[src/rtl/pipeline_stall_controller_pkg.sv]
// Shared types and constants for the pipeline stall controller:
// FSM state encoding, default memory-wait timeout and the load-use hazard rule.
package pipeline_stall_controller_pkg;

   typedef enum logic [1:0] {
      ST_RUN      = 2'd0,
      ST_MEM_WAIT = 2'd1,
      ST_ERROR    = 2'd2
   } state_t;

   localparam int TIMEOUT_DEFAULT = 256;
   localparam int WAIT_W          = 16;

   // A load into r0 never creates a dependency, so rd==0 is excluded up front.
   function automatic logic load_use_hazard(input logic [4:0] rs,
                                            input logic [4:0] rt,
                                            input logic       uses_rt,
                                            input logic [4:0] rd,
                                            input logic       mem_read);
      return mem_read && (rd != 5'd0) && ((rd == rs) || (uses_rt && (rd == rt)));
   endfunction

endpackage

[src/rtl/pipeline_stall_controller_sat_counter.sv]
// Saturating up-counter used for the stall/flush/wait performance counters.
module sat_counter #(
   parameter int WIDTH = 16
) (
   input  logic             clk,
   input  logic             rst_n,
   input  logic             clear,
   input  logic             inc,
   output logic [WIDTH-1:0] count
);

   // NOTE: sequential state is updated with non-blocking assignments only, so
   // every flop samples pre-edge values regardless of block ordering.
   always_ff @(posedge clk or negedge rst_n) begin
      if (!rst_n) begin
         count <= '0;
      end else if (clear) begin
         count <= '0;
      end else if (inc && (count != '1)) begin
         count <= count + WIDTH'(1);
      end
   end

endmodule

[src/rtl/pipeline_stall_controller.sv]
// Hazard/stall controller for a 5-stage pipeline: load-use stalls, branch flushes,
// memory-wait freezes with a timeout error state, and saturating event counters.
module pipeline_stall_controller
   import pipeline_stall_controller_pkg::*;
#(
   parameter int TIMEOUT = TIMEOUT_DEFAULT,
   parameter int CNT_W   = 16
) (
   input  logic             clk,
   input  logic             rst_n,
   input  logic [4:0]       id_rs,
   input  logic [4:0]       id_rt,
   input  logic             id_uses_rt,
   input  logic [4:0]       ex_rd,
   input  logic             ex_mem_read,
   input  logic             ex_branch_taken,
   input  logic             mem_req,
   input  logic             mem_ready,
   output logic             pc_write,
   output logic             if_id_write,
   output logic             if_id_flush,
   output logic             id_ex_bubble,
   output logic             pipe_freeze,
   output logic             mem_timeout,
   output logic [CNT_W-1:0] cnt_lu,
   output logic [CNT_W-1:0] cnt_br,
   output logic [CNT_W-1:0] cnt_mw
);

   localparam logic [WAIT_W-1:0] WAIT_LAST = WAIT_W'(TIMEOUT - 1);

   state_t            state;
   logic [WAIT_W-1:0] wait_cnt;
   logic              mw;
   logic              lu;
   logic              in_error;

   assign mw       = mem_req && !mem_ready;
   assign lu       = load_use_hazard(id_rs, id_rt, id_uses_rt, ex_rd, ex_mem_read);
   assign in_error = (state == ST_ERROR);

   // wait_cnt holds the number of consecutive mw cycles already seen; the cycle
   // that would make it TIMEOUT moves to ERROR instead.
   always_ff @(posedge clk or negedge rst_n) begin
      if (!rst_n) begin
         state    <= ST_RUN;
         wait_cnt <= '0;
      end else begin
         case (state)
            ST_RUN: begin
               if (mw) begin
                  state    <= ST_MEM_WAIT;
                  wait_cnt <= WAIT_W'(1);
               end else begin
                  wait_cnt <= '0;
               end
            end
            ST_MEM_WAIT: begin
               if (!mw) begin
                  state    <= ST_RUN;
                  wait_cnt <= '0;
               end else if (wait_cnt == WAIT_LAST) begin
                  state <= ST_ERROR;
               end else begin
                  wait_cnt <= wait_cnt + WAIT_W'(1);
               end
            end
            ST_ERROR: state <= ST_ERROR;
            default:  state <= ST_RUN;
         endcase
      end
   end

   // NOTE: every output gets a default before the priority chain, so no path
   // through this block can leave a signal unassigned and infer a latch.
   always_comb begin
      pc_write     = 1'b1;
      if_id_write  = 1'b1;
      if_id_flush  = 1'b0;
      id_ex_bubble = 1'b0;
      pipe_freeze  = 1'b0;
      mem_timeout  = 1'b0;
      if (!rst_n) begin
         pc_write = 1'b1;
      end else if (in_error) begin
         pc_write    = 1'b0;
         if_id_write = 1'b0;
         pipe_freeze = 1'b1;
         mem_timeout = 1'b1;
      end else if (mw) begin
         pc_write    = 1'b0;
         if_id_write = 1'b0;
         pipe_freeze = 1'b1;
      end else if (ex_branch_taken) begin
         if_id_flush  = 1'b1;
         id_ex_bubble = 1'b1;
      end else if (lu) begin
         pc_write     = 1'b0;
         if_id_write  = 1'b0;
         id_ex_bubble = 1'b1;
      end
   end

   sat_counter #(.WIDTH(CNT_W)) u_cnt_lu (
      .clk(clk), .rst_n(rst_n), .clear(1'b0),
      .inc(!in_error && !mw && !ex_branch_taken && lu), .count(cnt_lu)
   );

   sat_counter #(.WIDTH(CNT_W)) u_cnt_br (
      .clk(clk), .rst_n(rst_n), .clear(1'b0),
      .inc(!in_error && !mw && ex_branch_taken), .count(cnt_br)
   );

   sat_counter #(.WIDTH(CNT_W)) u_cnt_mw (
      .clk(clk), .rst_n(rst_n), .clear(1'b0),
      .inc(!in_error && mw), .count(cnt_mw)
   );

endmodule

[config.mk]
export PLATFORM = sky130hd
export DESIGN_NAME = pipeline_stall_controller
export DESIGN_NICKNAME = d
export VERILOG_FILES = /design/src/rtl/pipeline_stall_controller_pkg.sv /design/src/rtl/pipeline_stall_controller_sat_counter.sv /design/src/rtl/pipeline_stall_controller.sv
export SDC_FILE = /design/constraint.sdc
export NUM_CORES = 1
export LEC_CHECK = 0
export ABC_CLOCK_PERIOD_IN_PS = 3000
export BUFFER_PORTS_ARGS = -buffer_cell sky130_fd_sc_hd__buf_2
export CELL_PAD_IN_SITES_DETAIL_PLACEMENT = 1
export CELL_PAD_IN_SITES_GLOBAL_PLACEMENT = 1
export CORE_MARGIN = 2
export CORE_UTILIZATION = 41
export DETAILED_ROUTE_END_ITERATION = 6
export PLACE_DENSITY = 0.89
export SYNTH_ARGS = -nofsm -noshare
export SYNTH_HDL_FRONTEND = slang
export SYNTH_SLANG_ARGS = --single-unit
[constraint.sdc]
create_clock -name clk -period 3 [get_ports clk]
set_input_delay 0 -clock clk [delete_from_list [all_inputs] [get_ports clk]]
set_output_delay 0 -clock clk [all_outputs]
set_load 0.005 [all_outputs]
Yosys cells after proc, flatten, opt, wreduce, memory -nomap -nowiden

Cells that the tools add are included.

Input port bits: 22
Flip-flop bits (word level): 66

Muxes and demuxes: 27
Add/sub/neg operators: 4
Reductions and logical operators: 22
Equality and inequality tests: 11

Operators with widths:

| cell                                                              | number |
|---|---|
| 16-bit by 1-bit adder with 16-bit output (second input constant)  | 4 |
| 16-bit inequality test (second input constant)                    | 3 |
| 16-bit two-way mux                                                | 2 |
| 16-bit case mux with 2 select lines                               | 1 |
| 1-bit two-way mux                                                 | 20 |
| 16-bit by 8-bit == test with 1-bit output (second input constant) | 1 |
| 1-bit logical AND                                                 | 12 |
| 5-bit == test                                                     | 2 |
| 2-bit two-way mux                                                 | 3 |
| 3-bit inequality test (second input constant)                     | 2 |
| 2-bit case mux with 3 select lines                                | 1 |
| 5-bit nonzero test                                                | 1 |
| 1-bit logical NOT                                                 | 4 |
| 2-bit AND reduction                                               | 2 |
| 2-bit by 1-bit == test with 1-bit output (second input constant)  | 1 |
| 2-bit == test (second input constant)                             | 1 |
| 2-bit logical NOT                                                 | 1 |
| 2-bit inequality test (second input constant)                     | 1 |
| 2-bit nonzero test                                                | 1 |
| 1-bit logical OR                                                  | 1 |

Longest topological paths before layout

Gate-level depths: netlist (run 1).

Word-level depth: 9
Depth in mapped cells: 8

Modules after synthesis

A second synthesis (run 1) with hierarchy kept.

Cell total of the unflattened synthesis: 433
Area total of the unflattened synthesis: 4108.9 µm²

Modules (own cells, without submodules):

| module                    | times used | area each (µm²) | cells each |
|---|---|---|---|
| sat_counter               | 3          | 942.2           | 98 |
| pipeline_stall_controller | 1          | 1282.5          | 139 |

Worst setup path before layout (run 1)

Ideal clock, no wire load.

Path kind: register -> register
Start point: register u_cnt_lu.count[0]
End point: register u_cnt_lu.count[10]
Data arrival time: 1.982 ns
Data required time: 2.874 ns
Stages on the path, launching flop included: 8
Setup time: 0.126 ns
Slack: 0.892 ns
Path buffers: 1
Cell sequence: dfrtp_1 ha_1 nand3_1 o41ai_1 or4_1 buf_2 or4_4 xnor2_2

Word-level cells in the longest chain between the ends: 2
Elaborated cells on any way between the ends: 3
Those cells by class: add/sub: 1; eq/ne: 1; reduce/logical: 1

Ends and longest elaborated chain:

| what                                                                             | RTL line                                    | source |
|---|---|---|
| from (decl)                                                                      | pipeline_stall_controller_sat_counter.sv:9  | `output logic [WIDTH-1:0] count` |
| from (signal assigned)                                                           | pipeline_stall_controller_sat_counter.sv:20 | `count <= count + WIDTH'(1);` |
| branches (longest 2 deep; another with 16-bit by 1-bit adder with 16-bit output) | --                                          |  |

Parallel ways; which one is timed is not known.
A chain may end at the register's enable or synchronous reset.

Worst setup path in the final report (run 1)

Start point: register state[1]
End point: register u_cnt_lu.count[10]

Word-level cells in the longest chain between the ends: 6

Ends and longest elaborated chain:

| what                            | RTL line                                    | source |
|---|---|---|
| from (decl)                     | pipeline_stall_controller.sv:32             | `state_t state;` |
| from (signal assigned)          | pipeline_stall_controller.sv:46             | `state <= ST_RUN;` |
| from (signal assigned)          | pipeline_stall_controller.sv:52             | `state <= ST_MEM_WAIT;` |
| from (signal assigned)          | pipeline_stall_controller.sv:60             | `state <= ST_RUN;` |
| 2-bit == test                   | pipeline_stall_controller.sv:40             | `assign in_error = (state == ST_ERROR);` |
| 1-bit logical NOT               | pipeline_stall_controller.sv:106            | `.inc(!in_error && !mw && !ex_branch_taken && lu), .count(cnt_lu)` |
| 1-bit logical AND (3 in series) | pipeline_stall_controller.sv:106            |  |
| 1-bit logical AND               | pipeline_stall_controller_sat_counter.sv:19 | `end else if (inc && (count != '1)) begin` |

No other way between the ends.

==> summary.txt, run 1 <==
Run status
  • Status: finished clean

Clock tree
  • Post-cts sizing count: 0
  • CTS sink count: 66
  • Post-CTS setup buffers: 0
  • CTS tree: yes
  • Clock buffer depth: 2
  • CTS buffer count: 9
  • Worst-Skew Late Latency: 350 ps
  • # H-tree levels: 3
  • Clk pin slew, worst setup/hold paths: 80 ps
  • Root cell of the clock tree: clkbuf_8

Die
  • Die H: 93.9 um
  • Die area: 8810 um2
  • Row cnt: 32
  • Ports: 76
  • Die span in x: 93.9 um
  • Core region area: 7770 um2
  • Initial Util: 42.6%

Worst setup path
  • Crit path DAT: 2770 ps
  • R2R Setup Slk: 470 ps
  • FF-to-FF path depth: 7
  • WS Path Type: flip-flop to flip-flop
  • Reg-to-Reg End: u_cnt_lu.count[10]$_DFFE_PN0P_
  • Critical path endpoint category: flip-flop
  • Crit-path max FO: 16
  • Crit path launch: state[1]$_DFFE_PN0P_
  • End of the critical path: u_cnt_lu.count[10]$_DFFE_PN0P_
  • WP data required: 3240 ps
  • Reg-to-Reg Start: state[1]$_DFFE_PN0P_
  • Worst setup SP type: flip-flop

Drt
  • Antenna Nets Post-Route: 0
  • Routed vias/inst: 5.42
  • Via count: 2757
  • Remaining DRCs: 0
  • Drt initial violations: 138
  • DR pass1 iterations: 4
  • Final WL: 8500 um
  • WL/cell: 16.7 um

Yosys
  • Synth Instances: 320
  • Ys async rst share: 100%
  • Ys Warns: 0
  • Synthesized area: 3310 um2
  • FF+latch count, synth: 66
  • Sequential share of the synthesized area: 49.9%
  • Syn Area/Cell: 10.3 um2
  • Netlist cell types: 41
  • Prevailing post-synth register cell: dfrtp_1
  • Largest cells by area after synthesis: dfrtp_1, xor2_1, xnor2_1
  • Largest area contributor in the netlist: dfrtp_1
  • Syn Nets: 346
  • Post-synth top area share: 49.9%
  • EDFF count, synth: 0

STA
  • Final Cycle Share: 84.3%
  • Setup violations, final: 0
  • Clock Skew: 10.0 ps
  • Setup TNS: 0 ps
  • Hold Fails Final Rpt: 0
  • Pins over their slew limit: 0
  • Max Freq: 396 MHz
  • RSZ-0062 raised after global routing: false
  • Period minus WS final: 2530 ps
  • Min Hold Slack: 108 ps
  • Slew @ Worst Pin: 856 ps
  • Slew HR: 41.5%

Final layout
  • N_diodes: 0
  • Final core occ: 51.8%
  • Layout area overhead: 21.4%
  • Final Cell Area: 4020 um2
  • Commonest cells after routing, fill and taps aside: buf_2, dfrtp_1, xor2_1
  • Fill count: 923
  • Fraction of layout cells with a size suffix above 1: 25.6%
  • Nets@finish: 428
  • Commonest non-fill, non-tap cell in the layout: buf_2

GRT
  • Vias in the first global route: 2888
  • Congestion Overflow GR: 0
  • Largest net degree at the start of global routing: 31
  • Total track usage: 20.6%
  • Global-route wire length before repair: 14000 um
  • Initial antenna violation count: 0

Hold path
  • HP Class: input pin to asynchronous set/reset pin

Power
  • Psw: 0.400 mW
  • Reg power frac: 51.0%
  • Clock Power Share: 45.5%
  • Sw Ratio: 22.9%
  • Cell internal pwr: 1.35 mW
  • LEAKAGE: 2.07 nW
  • Maximum VDD drop: 171 uV
  • Power density cells: 434 nW/um2
  • Comb pwr share: 3.5%

Placed design
  • DP HPWL: 6260 um
  • Buffers on Ports: 75
  • Gpl congestion: 0.824
  • Placed inst area: 3800 um2

Flow run
  • Maxcap violations: 0
[kinds of logic after synthesis]
family	share of synthesized area, %
simple gates	23.0
flops	49.9
xor+xnor	16.6
compound gates	6.05
buf+inv	1.89
fa+ha+maj	1.51
mux	1.02
[power by group through the flow]
stage	Clock, mW	Sequential [mW]	Combinational, mW
after floorplan	0	0.907	0.0169
after CTS	0.803	0.889	0.0638
after global routing	0.843	0.889	0.0693
after detailed placement	0	0.906	0.0627
final	0.795	0.889	0.0612
after global placement	0	0.906	0.0599
[per-layer routing]
metal  up-vias  track usage [%]  share of wire [%]  wire length, um
met5         -                0                  0                0
met4         0             7.25                1.7              141
met3        12             5.06                5.1              434
met2        79             35.5                 49             4190
met1      1375             25.0                 44             3730
li1       1291                -                  -                -
[cells in the mapped netlist, drive strengths merged (3+ instances only)]
library cell / instances
a21oi: 8
a31oi: 3
and2: 4
and3: 15
and4: 6
buf: 4
clkbuf: 4
dfrtp: 66
ha: 4
inv: 6
mux2: 3
nand2: 22
nand2b: 3
nand3: 24
nand4: 16
nor2: 27
nor2b: 4
nor3: 6
nor4: 7
o21ai: 8
o31ai: 3
or4: 3
xnor2: 30
xor2: 32
[how the worst min path moves through the flow]
stage          slack, ps  depth (start not counted)                        endpoint
4_1_cts              130                          2  u_cnt_mw.count[12]$_DFFE_PN0P_
3_5_place_dp         -40                          1  u_cnt_mw.count[12]$_DFFE_PN0P_
6_report             110                          2  u_cnt_mw.count[12]$_DFFE_PN0P_
3_3_place_gp         -50                          1  u_cnt_mw.count[13]$_DFFE_PN0P_
5_1_grt              140                          2  u_cnt_mw.count[11]$_DFFE_PN0P_
2_1_floorplan       -300                          0            state[0]$_DFFE_PN0P_
[sequential cells by signal, summed over array words and instances, names as in the netlist]
signal	count
state	2
u_cnt_br.count	16
u_cnt_lu.count	16
u_cnt_mw.count	16
wait_cnt	16
[through the flow]
stage                     total power [mW]  std cells  setup slack, ps
after floorplan                      0.924        320              892
after global placement               0.966        492              562
after detailed placement             0.969        492              490
after CTS                             1.76        509              472
after global routing                  1.80        509              330
final                                 1.74        509              472
[layout make-up]
| class | instances | area, um2 | share of cell area, % |
|---|---|---|---|
| Clock inverter | 5 | 61.3 | 1.53 |
| Tap cell | 102 | 128 | 3.17 |
| Multi-Input combinational cell | 240 | 1600 | 39.7 |
| Clock buffer | 11 | 151 | 3.77 |
| Sequential cell | 66 | 1650 | 41.1 |
| Inverter | 6 | 22.5 | 0.560 |
| Timing Repair Buffer | 79 | 408 | 10.1 |
[worst max-delay path, cell delays in order, from the launching register on]
cell	delay [ps]
dfrtp_1	540
nor2b_1	230
nor2_1	330
o41ai_1	140
or4_1	400
buf_4	210
or4_4	440
xnor2_2	140
[what timing repair did]
action                                 4_1_cts  5_1_grt
hold buffers                                 1        0
setup endpoints to repair                    0        0
endpoints found under the hold margin       12        0
No activity file was read; power rests on OpenSTA's default activity.
==> inputs of run 2 (changes only) <==
ABC_CLOCK_PERIOD_IN_PS = 2160   (was 3000)
CORE_UTILIZATION = 37   (was 41)
PLACE_DENSITY = 0.85   (was 0.89)
clock period = 2.16 ns   (was 3 ns; I/O delays follow)
==> run 2 against run 1 <==
- combinational power is 44% higher
- sequential share of layout area decreased by 0.96 points
- wire length down 1.2%
- largest cell class unchanged
==> summary.txt, run 2 (synthesized netlist as in run 1, its figures left out) <==
STA
  • Period minus WS final: 2030 ps (-495 ps)
  • Max Freq: 492 MHz (+24%)
  • Clock Skew: 9.22 ps (-0.780 ps)
  • Setup violations, final: 0 (unchanged)
  • Pins over their slew limit: 0 (unchanged)
  • Min Hold Slack: 164 ps (+56.5 ps)
  • Slew @ Worst Pin: 624 ps (-232 ps)
  • Slew HR: 58.4% (+17 points)
  • Hold Fails Final Rpt: 0 (unchanged)
  • Final Cycle Share: 94.1% (+9.9 points)

Clock tree
  • CTS sink count: 66 (unchanged)
  • CTS buffer count: 9 (unchanged)
  • CTS tree: yes
  • Root cell of the clock tree: clkbuf_8
  • # H-tree levels: 3 (unchanged)
  • Clock buffer depth: 2 (unchanged)
  • Clk pin slew, worst setup/hold paths: 80 ps (about the same)
  • Worst-Skew Late Latency: 340 ps (about the same)

Final layout
  • Final Cell Area: 4120 um2 (+2.4%)
  • Final core occ: 47.2% (-4.6 points)
  • N_diodes: 0 (unchanged)
  • Fraction of layout cells with a size suffix above 1: 27.6% (+2.0 points)
  • Commonest non-fill, non-tap cell in the layout: buf_2
  • Fill count: 1014 (+9.9%)
  • Layout Cells excl Fill: 525 (+3.1%)
  • Nets@finish: 438 (+2.3%)
  • Layout area overhead: 24.3%
  • Commonest cells after routing, fill and taps aside: buf_2, dfrtp_1, xor2_1

GRT
  • Congestion Overflow GR: 0 (unchanged)
  • Initial antenna violation count: 0 (unchanged)
  • Global-route wire length before repair: 14000 um (+0.19%)
  • Vias in the first global route: 2944 (+1.9%)
  • Total track usage: 17.7% (-2.9 points)
  • Largest net degree at the start of global routing: 36 (+16%)

Drt
  • WL/cell: 16.0 um (-4.2%)
  • DR pass1 iterations: 4 (unchanged)
  • Antenna Nets Post-Route: 0 (unchanged)
  • Final WL: 8400 um (-1.2%)
  • Routed vias/inst: 5.26 (-2.9%)
  • Via count: 2762 (+0.18%)
  • Drt initial violations: 75 (-46%)
  • Remaining DRCs: 0 (unchanged)

Placed design
  • Placed Instances: 508 (+3.3%)
  • Placed inst area: 3890 um2 (+2.5%)
  • DP HPWL: 6160 um (-1.6%)
  • Gpl congestion: 0.826 (+0.13%)
  • Buffers on Ports: 75 (unchanged)

Hold path
  • HP Class: input pin to flip-flop

Die
  • Initial Util: 38.0% (-4.7 points)
  • Ports: 76 (unchanged)
  • Die H: 98.6 um (+5.0%)
  • Core region area: 8720 um2 (+12%)
  • Die span in x: 98.6 um (+5.0%)
  • Die area: 9720 um2 (+10%)
  • Row cnt: 34 (+6.3%)

Power
  • Maximum VDD drop: 452 uV (+160%)
  • LEAKAGE: 2.12 nW (+2.4%)
  • Power density cells: 567 nW/um2 (+31%)
  • Power consumption: 2.34 mW (+34%)

Worst setup path
  • Crit path DAT: 2260 ps (-510 ps)
  • Critical path endpoint category: flip-flop
  • Crit-path max cell delay: 460 ps (-80 ps)
  • Crit-path max FO: 4 (-12)
  • WS Path Type: flip-flop to flip-flop
  • Critical-path top delay cell: or4_1
  • CP cell instances: ha_1 > nand3_1 > o41ai_1 > or4_1 > or4_4 > xnor2_2
  • WP data required: 2380 ps (-860 ps)
  • Worst setup SP type: flip-flop

Run status
  • Status: finished clean

Flow run
  • Maxcap violations: 0 (unchanged)
-- run 2: layout make-up --
cell class / count / area (um2) / area share [%]
Sequential cell: 66 / 1650 / 40.1
Inverter: 6 / 22.5 / 0.547
Multi-Input combinational cell: 240 / 1630 / 39.5
Tap cell: 108 / 135 / 3.28
Clock inverter: 5 / 55.1 / 1.34
Timing Repair Buffer: 89 / 495 / 12.0
Clock buffer: 11 / 131 / 3.19
-- run 2: critical path, delay by kind of cell, from the launching register on --
| kind | cells | cell delay (ps) |
|---|---|---|
| compound gates | 1 | 70 |
| simple gates | 3 | 1030 |
| xor+xnor | 1 | 140 |
| fa+ha+maj | 1 | 240 |
| flops | 1 | 420 |
-- run 2: through the flow --
| step | setup WS (ps) | TNS (ps) |
|---|---|---|
| 6_report | 127 | 0 |
| 5_1_grt | -13.6 | -13.6 |
| 4_1_cts | 35.2 | 0 |
| 3_5_place_dp | 41.8 | 0 |
| 3_3_place_gp | 132 | 0 |
| 2_1_floorplan | 52.1 | 0 |
-- run 2: final timing paths --
kind                                                 from                             end  slack [ps]  depth (start not counted)
max                         u_cnt_lu.count[0]$_DFFE_PN0P_  u_cnt_lu.count[10]$_DFFE_PN0P_         130                          6
min                                             mem_ready            state[0]$_DFFE_PN0P_         160                          4
max reg2reg                 u_cnt_lu.count[0]$_DFFE_PN0P_  u_cnt_lu.count[10]$_DFFE_PN0P_         130                          6
min reg2reg                u_cnt_mw.count[13]$_DFFE_PN0P_  u_cnt_mw.count[13]$_DFFE_PN0P_         490                          1
max in group asynchronous                           rst_n   u_cnt_lu.count[3]$_DFFE_PN0P_        1350                          3
min in group asynchronous                           rst_n  u_cnt_mw.count[13]$_DFFE_PN0P_         200                          2
-- run 2: power by group --
group          internal, mW  leakage, nW  total, mW  switching (mW)
Combinational        0.0341         1.13     0.0882          0.0540
Clock                 0.530       0.0893       1.01           0.483
Sequential             1.23        0.902       1.23               0
Total                  1.80         2.12       2.34           0.537
-- run 2: routing by layer --
layer	up-vias	global-route usage, %	share of wire, %
li1	1305	-	-
met1	1391	22.1	44
met2	62	30.4	51
met3	4	4.54	4.6
met4	0	5.16	0.62
met5	-	0	0
-- run 2: timing repair --
action                                  in CTS  in global routing
endpoints found under the hold margin       20                  0
endpoints found under the setup margin       0                  5
buffers inserted                             0                  0
resized for setup                            0                  5
hold buffers                                 1                  0
==> inputs of run 3 (changes only) <==
PLACE_DENSITY = not set   (was 0.85)
PLACE_DENSITY_LB_ADDON = 0.2   (was not set)
TNS_END_PERCENT = 100   (was not set)
==> run 3 against run 2 <==
- largest power group unchanged
- critical path type unchanged
- wire length down 2.3%
- design area up 0.46%
- critical endpoint is now u_cnt_lu.count[11]$_DFFE_PN0P_
- non-clock buffer count up 4
- cell count up 0.76%
==> summary.txt, run 3 (synthesized netlist as in run 1, its figures left out) <==
STA
  • Slew @ Worst Pin: 584 ps (-40.5 ps)
  • Pins over their slew limit: 0 (unchanged)
  • Hold Fails Final Rpt: 0 (unchanged)
  • Setup violations, final: 0 (unchanged)
  • Setup TNS: 0 ps (unchanged)
  • Final Cycle Share: 96.3% (+2.2 points)
  • Slew HR: 60.9% (+2.6 points)
  • RSZ-0062 raised after global routing: true
  • Max Freq: 481 MHz (-2.3%)
  • Period minus WS final: 2080 ps (+47.5 ps)
  • Clock Skew: 7.94 ps (-1.28 ps)

Final layout
  • Commonest cells after routing, fill and taps aside: buf_2, dfrtp_1, xor2_1
  • Fill count: 1018 (+0.39%)
  • Nets@finish: 442 (+0.91%)
  • Commonest non-fill, non-tap cell in the layout: buf_2
  • Layout area overhead: 24.9%
  • Multi-input gate area: 1620 um2 (-0.62%)
  • Layout Cells excl Fill: 529 (+0.76%)
  • N_diodes: 0 (unchanged)
  • Fraction of layout cells with a size suffix above 1: 28.0% (+0.45 points)
  • Final core occ: 47.4% (+0.22 points)
  • Register area: 1650 um2 (unchanged)

GRT
  • GR Util met2: 29.9% (-0.42 points)
  • Congestion Overflow GR: 0 (unchanged)
  • Initial antenna violation count: 0 (unchanged)
  • Global-route wire length before repair: 14100 um (+0.54%)
  • Grt met3 use: 5.46% (+0.92 points)
  • Met1 Use GR: 22.3% (+0.16 points)
  • Layer with the highest usage: met2
  • Vias in the first global route: 2939 (-0.17%)
  • Total track usage: 17.9% (+0.16 points)
  • Largest net degree at the start of global routing: 42 (+17%)

Die
  • Die H: 98.6 um (unchanged)
  • Core region area: 8720 um2 (unchanged)
  • Die area: 9720 um2 (unchanged)
  • Initial Util: 38.0% (unchanged)
  • Ports: 76 (unchanged)
  • Die span in x: 98.6 um (unchanged)
  • Row cnt: 34 (unchanged)

Clock tree
  • Post-CTS setup buffers: 0 (unchanged)
  • CTS tree: yes
  • CTS buffer count: 9 (unchanged)
  • # H-tree levels: 3 (unchanged)
  • CTS sink count: 66 (unchanged)
  • Clock buffer depth: 2 (unchanged)
  • Root cell of the clock tree: clkbuf_8
  • Worst-Skew Late Latency: 340 ps (about the same)
  • Clk pin slew, worst setup/hold paths: 70 ps (about the same)

Run status
  • Status: finished clean

Drt
  • Remaining DRCs: 0 (unchanged)
  • Antenna Nets Post-Route: 0 (unchanged)
  • Final WL: 8200 um (-2.3%)
  • Drt initial violations: 70 (-6.7%)
  • Via count: 2760 (-0.072%)
  • DR pass1 iterations: 4 (unchanged)
  • WL/cell: 15.5 um (-3.0%)
  • Routed vias/inst: 5.22 (-0.83%)

Power
  • LEAKAGE: 2.13 nW (+0.43%)
  • Sw Ratio: 21.3% (-1.7 points)
  • Reg power frac: 52.2% (-0.7 points)
  • Maximum VDD drop: 289 uV (-36%)
  • Comb pwr share: 3.5% (-0.3 points)
  • Power density cells: 573 nW/um2 (+0.90%)
  • Psw: 0.504 mW (-6.1%)
  • Cell internal pwr: 1.86 mW (+3.6%)
  • Clock Power Share: 44.3% (+0.9 points)
  • Power consumption: 2.37 mW (+1.4%)

Worst setup path
  • Crit-path max cell delay: 480 ps (+20 ps)
  • Critical path endpoint category: flip-flop
  • Crit-path max FO: 9 (+5)
  • Worst setup SP type: flip-flop
  • Worst path bufs/invs: 1 (+1)
  • WS Path Type: flip-flop to flip-flop
  • CP cell instances: and4_1 > nand3_1 > o41ai_1 > or4_1 > buf_4 > nor4_2 > xor2_1
  • Critical path depth: 7 (+1)
  • Crit path DAT: 2340 ps (+80 ps)
  • FF-to-FF path depth: 7 (+1)
  • Kind of cell adding the most delay to the critical path: simple AND/OR/NAND/NOR gates
  • Critical-path top delay cell: or4_1
  • WP data required: 2420 ps (+40 ps)

Flow run
  • Maxcap violations: 0 (unchanged)

Placed design
  • Buffers on Ports: 75 (unchanged)
  • DP HPWL: 6040 um (-1.9%)
  • Placed Instances: 512 (+0.79%)
  • Gpl congestion: 0.783 (-5.2%)

Hold path
  • HP Class: input pin to asynchronous set/reset pin
## run 3: power by group through the flow
| stage | registers, mW | clock network, mW | logic (mW) |
|---|---|---|---|
| after CTS | 1.24 | 1.09 | 0.0866 |
| final | 1.24 | 1.05 | 0.0828 |
| after global routing | 1.23 | 1.14 | 0.0954 |
| after global placement | 1.26 | 0 | 0.0842 |
| after floorplan | 1.26 | 0 | 0.0235 |
| after detailed placement | 1.26 | 0 | 0.0851 |
## run 3: path summary, 6_finish.rpt
kind | slack (ps) | endpoint | startpoint
max | 80 | u_cnt_lu.count[11]$_DFFE_PN0P_ | u_cnt_lu.count[12]$_DFFE_PN0P_
min | 90 | u_cnt_br.count[3]$_DFFE_PN0P_ | rst_n
max reg2reg | 80 | u_cnt_lu.count[11]$_DFFE_PN0P_ | u_cnt_lu.count[12]$_DFFE_PN0P_
min reg2reg | 490 | u_cnt_mw.count[13]$_DFFE_PN0P_ | u_cnt_mw.count[13]$_DFFE_PN0P_
max in group asynchronous | 1250 | u_cnt_lu.count[5]$_DFFE_PN0P_ | rst_n
min in group clk | 160 | state[0]$_DFFE_PN0P_ | mem_ready
## run 3: timing repair
item                                    in CTS  in global routing
endpoints found under the hold margin       25                  0
gates resized for setup                      0                  3
endpoints found under the setup margin       0                  3
hold buffers                                 1                  0
## run 3: through the flow
step / instance area, um2 / setup slack, ps / hold slack, ps
5_1_grt: 4140 / -51.9 / 90.1
3_3_place_gp: 3910 / 116 / -91.8
4_1_cts: 4120 / 21.3 / 78.1
2_1_floorplan: 3310 / 52.1 / -296
6_report: 4140 / 79.2 / 86.6
3_5_place_dp: 3910 / 76.0 / -86.8
## run 3: routing by layer
metal / part of all wire (%) / vias up
li1: - / 1320
met1: 44 / 1368
met2: 49 / 61
met3: 5.0 / 11
met4: 1.3 / 0
met5: 0 / -
## run 3: layout make-up
class	instances	share of cell area [%]
Inverter	6	0.545
Multi-Input combinational cell	240	39.1
Clock inverter	2	0.847
Sequential cell	66	39.9
Timing Repair Buffer	93	12.4
Clock buffer	14	3.93
Tap cell	108	3.27
